## config.mk

```make
export PLATFORM = sky130hd
export DESIGN_NAME = pipe_rca_addsub
export DESIGN_NICKNAME = d
export VERILOG_FILES = /design/src/rtl/pipe_rca_addsub.sv
export SDC_FILE = /design/constraint.sdc
export NUM_CORES = 1
export LEC_CHECK = 0
export CORE_MARGIN = 3
export CORE_UTILIZATION = 55
export DETAILED_ROUTE_END_ITERATION = 7
export GPL_TIMING_DRIVEN = 0
export PLACE_DENSITY = 0.81
export SYNTH_ARGS = -nofsm -noshare
export SYNTH_HDL_FRONTEND = slang
export SYNTH_SLANG_ARGS = --single-unit
```

## constraint.sdc

```tcl
create_clock -name clk -period 2.4 [get_ports clk]
set_input_delay 0.72 -clock clk [delete_from_list [all_inputs] [get_ports clk]]
set_output_delay 0.72 -clock clk [all_outputs]
set_load 0.02 [all_outputs]
```

## src/rtl/pipe_rca_addsub.sv

```systemverilog
// Pipelined ripple-carry adder/subtractor: a WIDTH-bit carry chain split into
// STAGES registered chunks, with a global-stall valid/ready stream on both sides.
module pipe_rca_addsub #(
    parameter int WIDTH  = 16,
    parameter int STAGES = 4
) (
    input  logic             clk,
    input  logic             rst_n,
    input  logic             in_valid,
    output logic             in_ready,
    input  logic [WIDTH-1:0] a,
    input  logic [WIDTH-1:0] b,
    input  logic             cin,
    input  logic             sub,
    output logic             out_valid,
    input  logic             out_ready,
    output logic [WIDTH-1:0] sum,
    output logic             cout,
    output logic             ovf
);
    localparam int CHUNK = WIDTH / STAGES;

    logic adv_s;

    assign adv_s    = ~(out_valid & ~out_ready);
    assign in_ready = adv_s;

    for (genvar k = 0; k < STAGES; k++) begin : g_stage
        // UP: operand bits not yet consumed on entry; DONE: result bits after this stage.
        localparam int UP   = WIDTH - k * CHUNK;
        localparam int DONE = (k + 1) * CHUNK;

        logic [UP-1:0]    a_up_s;
        logic [UP-1:0]    b_up_s;
        logic             carry_in_s;
        logic             sub_in_s;
        logic             vld_in_s;
        logic [DONE-1:0]  res_in_s;
        logic [CHUNK-1:0] b_eff_s;
        logic [CHUNK:0]   chunk_sum_s;
        logic             load_s;

        logic             vld_d;
        logic             vld_q;
        logic             carry_d;
        logic             carry_q;
        logic [DONE-1:0]  res_d;
        logic [DONE-1:0]  res_q;

        if (k == 0) begin : g_src
            assign a_up_s     = a;
            assign b_up_s     = b;
            assign sub_in_s   = sub;
            // Subtract runs as a + ~b + !cin, so the borrow-in flips here.
            assign carry_in_s = cin ^ sub;
            assign vld_in_s   = in_valid;
            assign res_in_s   = chunk_sum_s[CHUNK-1:0];
        end else begin : g_src
            assign a_up_s     = g_stage[k-1].g_fwd.a_rem_q;
            assign b_up_s     = g_stage[k-1].g_fwd.b_rem_q;
            assign sub_in_s   = g_stage[k-1].g_fwd.sub_q;
            assign carry_in_s = g_stage[k-1].carry_q;
            assign vld_in_s   = g_stage[k-1].vld_q;
            assign res_in_s   = {chunk_sum_s[CHUNK-1:0], g_stage[k-1].res_q};
        end

        assign b_eff_s     = b_up_s[CHUNK-1:0] ^ {CHUNK{sub_in_s}};
        assign chunk_sum_s = {1'b0, a_up_s[CHUNK-1:0]} + {1'b0, b_eff_s}
                           + {{CHUNK{1'b0}}, carry_in_s};
        assign load_s      = adv_s & vld_in_s;

        // Valid advances on every free cycle; data loads only for real beats so bubbles keep it.
        always_comb begin
            vld_d   = vld_q;
            carry_d = carry_q;
            res_d   = res_q;
            if (adv_s) begin
                vld_d = vld_in_s;
            end else begin
                vld_d = vld_q;
            end
            if (load_s) begin
                carry_d = chunk_sum_s[CHUNK];
                res_d   = res_in_s;
            end else begin
                carry_d = carry_q;
                res_d   = res_q;
            end
        end

        // Stage valid, chunk carry and accumulated result registers.
        always_ff @(posedge clk or negedge rst_n) begin
            if (!rst_n) begin
                vld_q   <= 1'b0;
                carry_q <= 1'b0;
                res_q   <= '0;
            end else begin
                vld_q   <= vld_d;
                carry_q <= carry_d;
                res_q   <= res_d;
            end
        end

        if (k < STAGES - 1) begin : g_fwd
            logic [UP-CHUNK-1:0] a_rem_d;
            logic [UP-CHUNK-1:0] a_rem_q;
            logic [UP-CHUNK-1:0] b_rem_d;
            logic [UP-CHUNK-1:0] b_rem_q;
            logic                sub_d;
            logic                sub_q;

            // Skew the unconsumed operand bits and the mode forward with the beat.
            always_comb begin
                a_rem_d = a_rem_q;
                b_rem_d = b_rem_q;
                sub_d   = sub_q;
                if (load_s) begin
                    a_rem_d = a_up_s[UP-1:CHUNK];
                    b_rem_d = b_up_s[UP-1:CHUNK];
                    sub_d   = sub_in_s;
                end else begin
                    a_rem_d = a_rem_q;
                    b_rem_d = b_rem_q;
                    sub_d   = sub_q;
                end
            end

            // Skewed operand registers.
            always_ff @(posedge clk or negedge rst_n) begin
                if (!rst_n) begin
                    a_rem_q <= '0;
                    b_rem_q <= '0;
                    sub_q   <= 1'b0;
                end else begin
                    a_rem_q <= a_rem_d;
                    b_rem_q <= b_rem_d;
                    sub_q   <= sub_d;
                end
            end
        end

        if (k == STAGES - 1) begin : g_last
            logic ovf_d;
            logic ovf_q;

            // Carry into the MSB is recovered as a ^ b ^ sum at that bit.
            always_comb begin
                ovf_d = ovf_q;
                if (load_s) begin
                    ovf_d = a_up_s[CHUNK-1] ^ b_eff_s[CHUNK-1] ^ chunk_sum_s[CHUNK-1]
                          ^ chunk_sum_s[CHUNK];
                end else begin
                    ovf_d = ovf_q;
                end
            end

            // Signed-overflow output register.
            always_ff @(posedge clk or negedge rst_n) begin
                if (!rst_n) begin
                    ovf_q <= 1'b0;
                end else begin
                    ovf_q <= ovf_d;
                end
            end
        end
    end

    assign out_valid = g_stage[STAGES-1].vld_q;
    assign sum       = g_stage[STAGES-1].res_q;
    assign cout      = g_stage[STAGES-1].carry_q;
    assign ovf       = g_stage[STAGES-1].g_last.ovf_q;

endmodule

```

==> results of run 1 <==
layout make-up:
cell class / instances / share of cell area
inverter: 17 / 0.01133
sequential: 100 / 0.4442
buffer: 15 / 0.02355
clock inverter: 4 / 0.005775
timing repair buffer: 57 / 0.1031
clock buffer: 12 / 0.02754
multi-input combinational: 188 / 0.3612
tap: 105 / 0.02332
synthesized netlist by cell type:
| library cell | count |
|---|---|
| a21boi_0 | 2 |
| nand3b_1 | 1 |
| xnor2_1 | 7 |
| mux2_2 | 16 |
| mux2_4 | 63 |
| o31ai_1 | 2 |
| o21ai_0 | 20 |
| fa_1 | 8 |
| buf_12 | 1 |
| nand2_4 | 3 |
| buf_6 | 7 |
| dfrtp_1 | 100 |
| buf_4 | 1 |
| xor2_1 | 17 |
| nor2b_1 | 2 |
| buf_2 | 2 |
| inv_1 | 17 |
| nand2b_4 | 1 |
| nor3b_1 | 2 |
| a21oi_1 | 6 |
| nand2_1 | 20 |
| a211oi_1 | 2 |
| nand2_8 | 1 |
| a21o_1 | 2 |
| ha_1 | 13 |
| clkbuf_1 | 4 |
sequential cells by signal, summed over array words and instances, names as in the netlist:
register,flops
g_stage.g_fwd.a_rem_q,24
g_stage.g_fwd.b_rem_q,24
g_stage.res_q,24
sum,16
g_stage.carry_q,3
g_stage.g_fwd.sub_q,3
g_stage.vld_q,3
cout,1
out_valid,1
ovf,1
logic make-up after synthesis:
| logic type | synth area share |
|---|---|
| simple gates | 0.03760 |
| mux | 0.2383 |
| flops | 0.5297 |
| fa+ha+maj | 0.06833 |
| compound gates | 0.04025 |
| xor+xnor | 0.04449 |
| buf+inv | 0.04131 |
per-layer routing:
layer,track usage,up-vias
met3,0.02619,11
li1,-,1229
met4,0.06828,0
met5,0,-
met1,0.2457,1263
met2,0.2865,43
through the flow:
step | power [mW] | TNS [ns] | hold slack [ns] | cell area [um2] | util
CTS | 7.803 | 0 | 0.3720 | 5628 | 0.6781
global placement | 6.576 | -287.73 | 0.4650 | 5420 | 0.6531
floorplan | 5.715 | 0 | 0.4244 | 4728 | -
global route | 8.311 | 0 | 0.3890 | 5633 | 0.6787
detailed placement | 6.791 | -1.028 | 0.4703 | 5445 | 0.6561
finish | 7.727 | 0 | 0.3542 | 5633 | 0.6787
final timing paths:
| path | from | depth (start not counted) | slack, ns | to |
|---|---|---|---|---|
| setup / recovery | out_ready | 4 | 0.06 | in_ready |
| hold / removal | rst_n | 1 | 0.35 | sum[13] |
| setup reg to reg | g_stage[2].g_fwd.sub_q | 8 | 0.25 | ovf |
| max in group asynchronous | rst_n | 2 | 1.38 | g_stage[0].g_fwd.sub_q |
| min in group clk | g_stage[2].carry_q | 2 | 0.49 | g_stage[2].carry_q |
| hold reg to reg | g_stage[2].carry_q | 2 | 0.49 | g_stage[2].carry_q |
power groups by stage:
| stage | Combinational (mW) | Sequential [mW] | Clock [mW] |
|---|---|---|---|
| 2_1_floorplan | 2.71 | 3.01 | 0 |
| 3_3_place_gp | 3.65 | 2.92 | 0 |
| 3_5_place_dp | 3.82 | 2.97 | 0 |
| 4_1_cts | 3.84 | 2.94 | 1.03 |
| 5_1_grt | 4.17 | 3.04 | 1.11 |
| 6_report | 3.79 | 2.92 | 1.01 |
worst max-delay path: cells and delay by family:
family / cells / cell delay, ns
and+or+nand+nor: 1 / 0.13
buffers and inverters: 3 / 0.77
repair_timing:
item | CTS | global route
endpoints found under the setup margin | 1 | 1
hold buffers | 0 | 0
endpoints found under the hold margin | 0 | 0
buffers inserted | 0 | 0
gates resized for setup | 4 | 1
==> qor.txt, run 1 <==
Status -> completed
Worst Clk Skew -> 0.01286 ns
HP Class -> primary input to asynchronous set/reset pin
Gp weighted congestion -> 0.7749
Synth-to-Final Area Change -> 19.23%
Distinct cells, synth -> 26
Minimum clock period -> 2.338 ns
Number of routed nets with antenna violations -> 0
Sequential-to-total area share from yosys stat -> 0.5297
CTS tree -> yes
Required @ worst endpoint -> 1.68 ns
Syn nets -> 379
Power Density -> 1372 nW/um2
Sequential Power Share -> 0.379
Top layer reached by signal wires -> met4
Commonest non-fill, non-tap cell in the layout -> dfrtp_1
Crit path largest cell delay -> 0.46 ns
Critical path class -> primary input to output port
CTS root buf -> clkbuf_8
Routed len/inst -> 15.61 um
Worst skew pair latency -> 0.36 ns
Drt drc -> 0
CTS Sinks -> 100
Layout cells sized above 1 -> 0.2952
Num ports -> 58
Routed wire length -> 7776 um
H-tree Lvls -> 3
Vias in the first global route -> 2,715
Core footprint -> 8299 um2
CP Capture Type -> output port
Slew Limit Fails -> 0
Synth area leader -> dfrtp_1
Die Ht -> 98.68 um
GRT Resource Usage Total -> 0.1776
Net Sw Frac -> 0.3478
Rel. slew slack -> 0.5952
Multi-input logic area -> 2034 um2
Grt total ovfl -> 0
IO Port Bufs -> 56
Post-Syn Instances -> 320
DRT Pass-1 Iters -> 4
Sequential standard cell area -> 2502 um2
Final hold violations -> 0
Syn_area_per_cell -> 14.76 um2
Die area -> 9738 um2
Global-route wire length before repair -> 13,700 um
Max-Cap Viols -> 0
Top-area cell type share of the netlist area -> 0.5297
Tcrit/Tclk final -> 0.9744
Crit-path slowest cell -> clkdlybuf4s50_1
Routed wl met2 -> 3818 um
Cell Area, Synth -> 4725 um2
Max Freq -> 0.4276 GHz
Starting DRT DRC Count -> 82
Endpoints failing setup -> 0
Largest net degree at the start of global routing -> 54
Metal-1 WL -> 3557 um
Crit-path cells -> clkdlybuf4s50_1 -> nand2b_4 -> buf_12 -> buf_2
Vias per inst -> 5.112
Setup WS post-layout -> 0.06152 ns
Diode count -> 0
Worst EP arrival -> 1.62 ns
# nets final -> 447
Place WS -> -0.3814 ns
Yosys warns -> 0
Peak VDD IR -> 0.5305 mV
Starting Density -> 0.5693
Core Rows -> 33
CTS Buf Count -> 9
Clock tree buffer depth -> 2
Clk slew on worst S/H paths -> 0.10 ns
# fillers -> 617
Final Non-Filler Cells -> 498
Int Pwr -> 5.039 mW
Leak -> 2.676 nW
Initial antenna violation count -> 0
Most frequent cells in the layout -> 100 x dfrtp_1, 63 x mux2_4, 54 x clkdlybuf4s50_1
Ranking of synthesized cells by area -> dfrtp_1 53%, mux2_4 20%, mux2_2 3.8%
Wire length on met3 -> 218 um
RSZ-0062 raised after global routing -> false
Vias -> 2,546
Die X -> 98.68 um
Critical path fanouts, max -> 9
Startpoint Class -> primary input
Combinational fraction of design power -> 0.490
Clock power frac -> 0.131
Slew @ Worst Pin -> 0.6072 ns
DP Cell Count -> 482
#FFs+latches synth -> 100
P_sw -> 2.687 mW
DP HPWL -> 5927 um
No activity file was read; power rests on OpenSTA's default activity.
==> run 2: changes to the inputs <==
GPL_TIMING_DRIVEN = unset   (was 0)
==> run 2 against run 1 <==
Net effect: utilization rose by 0.075 points; fmax is 0.44% lower; register-to-register slack improved by 0.10 ns; largest cell class unchanged; highest routed layer unchanged.
==> qor.txt, run 2 (synthesis gave the netlist of run 1 again) <==
# nets final -> 442
# fillers -> 572
Worst EP arrival -> 1.63 ns
H-tree Lvls -> 3
Leak -> 2.680 nW
Post-route cell area -> 5639 um2
Critical path fanouts, max -> 2
Final Non-Filler Cells -> 493
Core Util, Final -> 0.6795
Global-route wire length before repair -> 12,970 um
CTS Buf Count -> 9
Status -> completed
DP HPWL -> 5449 um
Sum Neg Setup Slack -> 0 ns
Hold_buf cts -> 0
Clk slew on worst S/H paths -> 0.09 ns
Reg2reg end -> ovf
CTS tree -> yes
RSZ-0062 raised after global routing -> false
CTS resizes -> 3
Starting DRT DRC Count -> 76
Core footprint -> 8299 um2
Clock tree buffer depth -> 2
Crit-path cells -> clkdlybuf4s50_1 -> nand2b_4 -> dlygate4sd2_1
Crit-path slowest cell -> clkdlybuf4s50_1
CTS Sinks -> 100
GRT Resource Usage Total -> 0.1677
Routed len/inst -> 14.68 um
Placement Cell Area -> 5433 um2
Minimum clock period -> 2.349 ns
Critical path class -> primary input to output port
Vias per inst -> 5.045
DRT Pass-1 Iters -> 4
Die area -> 9738 um2
Largest regs -> g_stage.g_fwd.a_rem_q: 24 flops, g_stage.g_fwd.b_rem_q: 24 flops, g_stage.res_q: 24 flops
Starting Density -> 0.5693
Gp weighted congestion -> 0.7616
CP Capture Type -> output port
Place WS -> -0.4522 ns
IO Port Bufs -> 57
Slew @ Worst Pin -> 0.4001 ns
Commonest non-fill, non-tap cell in the layout -> dfrtp_1
Worst Clk Skew -> 0.01201 ns
Synth-to-Final Area Change -> 19.36%
Grt total ovfl -> 0
Peak VDD IR -> 0.5104 mV
Setup slack, reg-to-reg -> 0.35 ns
Routed wire length -> 7238 um
Required @ worst endpoint -> 1.68 ns
HP Class -> primary input to asynchronous set/reset pin
Die X -> 98.68 um
Initial antenna violation count -> 0
CTS root buf -> clkbuf_8
Diode count -> 0
Tot Pwr -> 7.719 mW
Core Rows -> 33
Max Freq -> 0.4257 GHz
DP Cell Count -> 477
Vias -> 2,487
Setup WS post-layout -> 0.05118 ns
Hold slack -> 0.2761 ns
Number of routed nets with antenna violations -> 0
Layout cells sized above 1 -> 0.2912
Largest net degree at the start of global routing -> 49
Die Ht -> 98.68 um
Worst r2r path cells -> 7
Num ports -> 58
Rel. slew slack -> 0.7333
Post-CTS setup buffers -> 0
Vias in the first global route -> 2,641
Crit path largest cell delay -> 0.46 ns
Power Density -> 1369 nW/um2
Tcrit/Tclk final -> 0.9787
Endpoints failing setup -> 0
Final hold violations -> 0
Drt drc -> 0
Startpoint Class -> primary input
Max-Cap Viols -> 0
Reg2reg start -> g_stage[2].g_fwd.sub_q
Slew Limit Fails -> 0
Worst skew pair latency -> 0.36 ns
Most frequent cells in the layout -> 100 x dfrtp_1, 63 x mux2_4, 54 x clkdlybuf4s50_1
==> run 2: worst max-delay path by stage <==
stage	cells past startpoint	slack [ns]	startpoint	to
CTS	3	0.04	out_ready	in_ready
global placement	7	-0.37	sub	g_stage[0].carry_q
detailed placement	7	-0.45	sub	g_stage[0].carry_q
finish	3	0.05	out_ready	in_ready
global route	7	0.02	b[0]	g_stage[0].carry_q
floorplan	7	0.003	sub	g_stage[0].carry_q
==> run 2: layout make-up <==
class                      instances  area, um2  area share
clock buffer                      11      141.4     0.02507
clock inverter                     5      60.06     0.01065
inverter                          17      63.81     0.01132
multi-input combinational        188       2037      0.3612
sequential                       100       2502      0.4438
tap                              105      131.4     0.02330
timing repair buffer              67      703.2      0.1247
==> run 2: routing by layer <==
metal / part of all wire / up-vias / GRT usage
met1: 0.46 / 1218 / 0.2380
met3: 0.035 / 10 / 0.03043
met5: 0 / - / 0
met2: 0.48 / 42 / 0.2621
met4: 0.018 / 0 / 0.05987
li1: - / 1217 / -
==> run 2: worst max-delay path, delay by kind of cell <==
kind / cells / cell delay, ns
buffers and inverters: 2 / 0.79
AND/OR/NAND/NOR: 1 / 0.12
==> run 2: report_power, final <==
| part | total [mW] | switching (mW) | internal [mW] |
|---|---|---|---|
| logic | 3.67 | 1.56 | 2.12 |
| clock network | 1.09 | 0.570 | 0.515 |
| registers | 2.96 | 0.509 | 2.45 |
| total | 7.72 | 2.64 | 5.08 |
==> run 3: changes to the inputs <==
TNS_END_PERCENT = 5   (was unset)
==> results of run 3 <==
Final layout, timing and power as in run 2 (identical DEF).
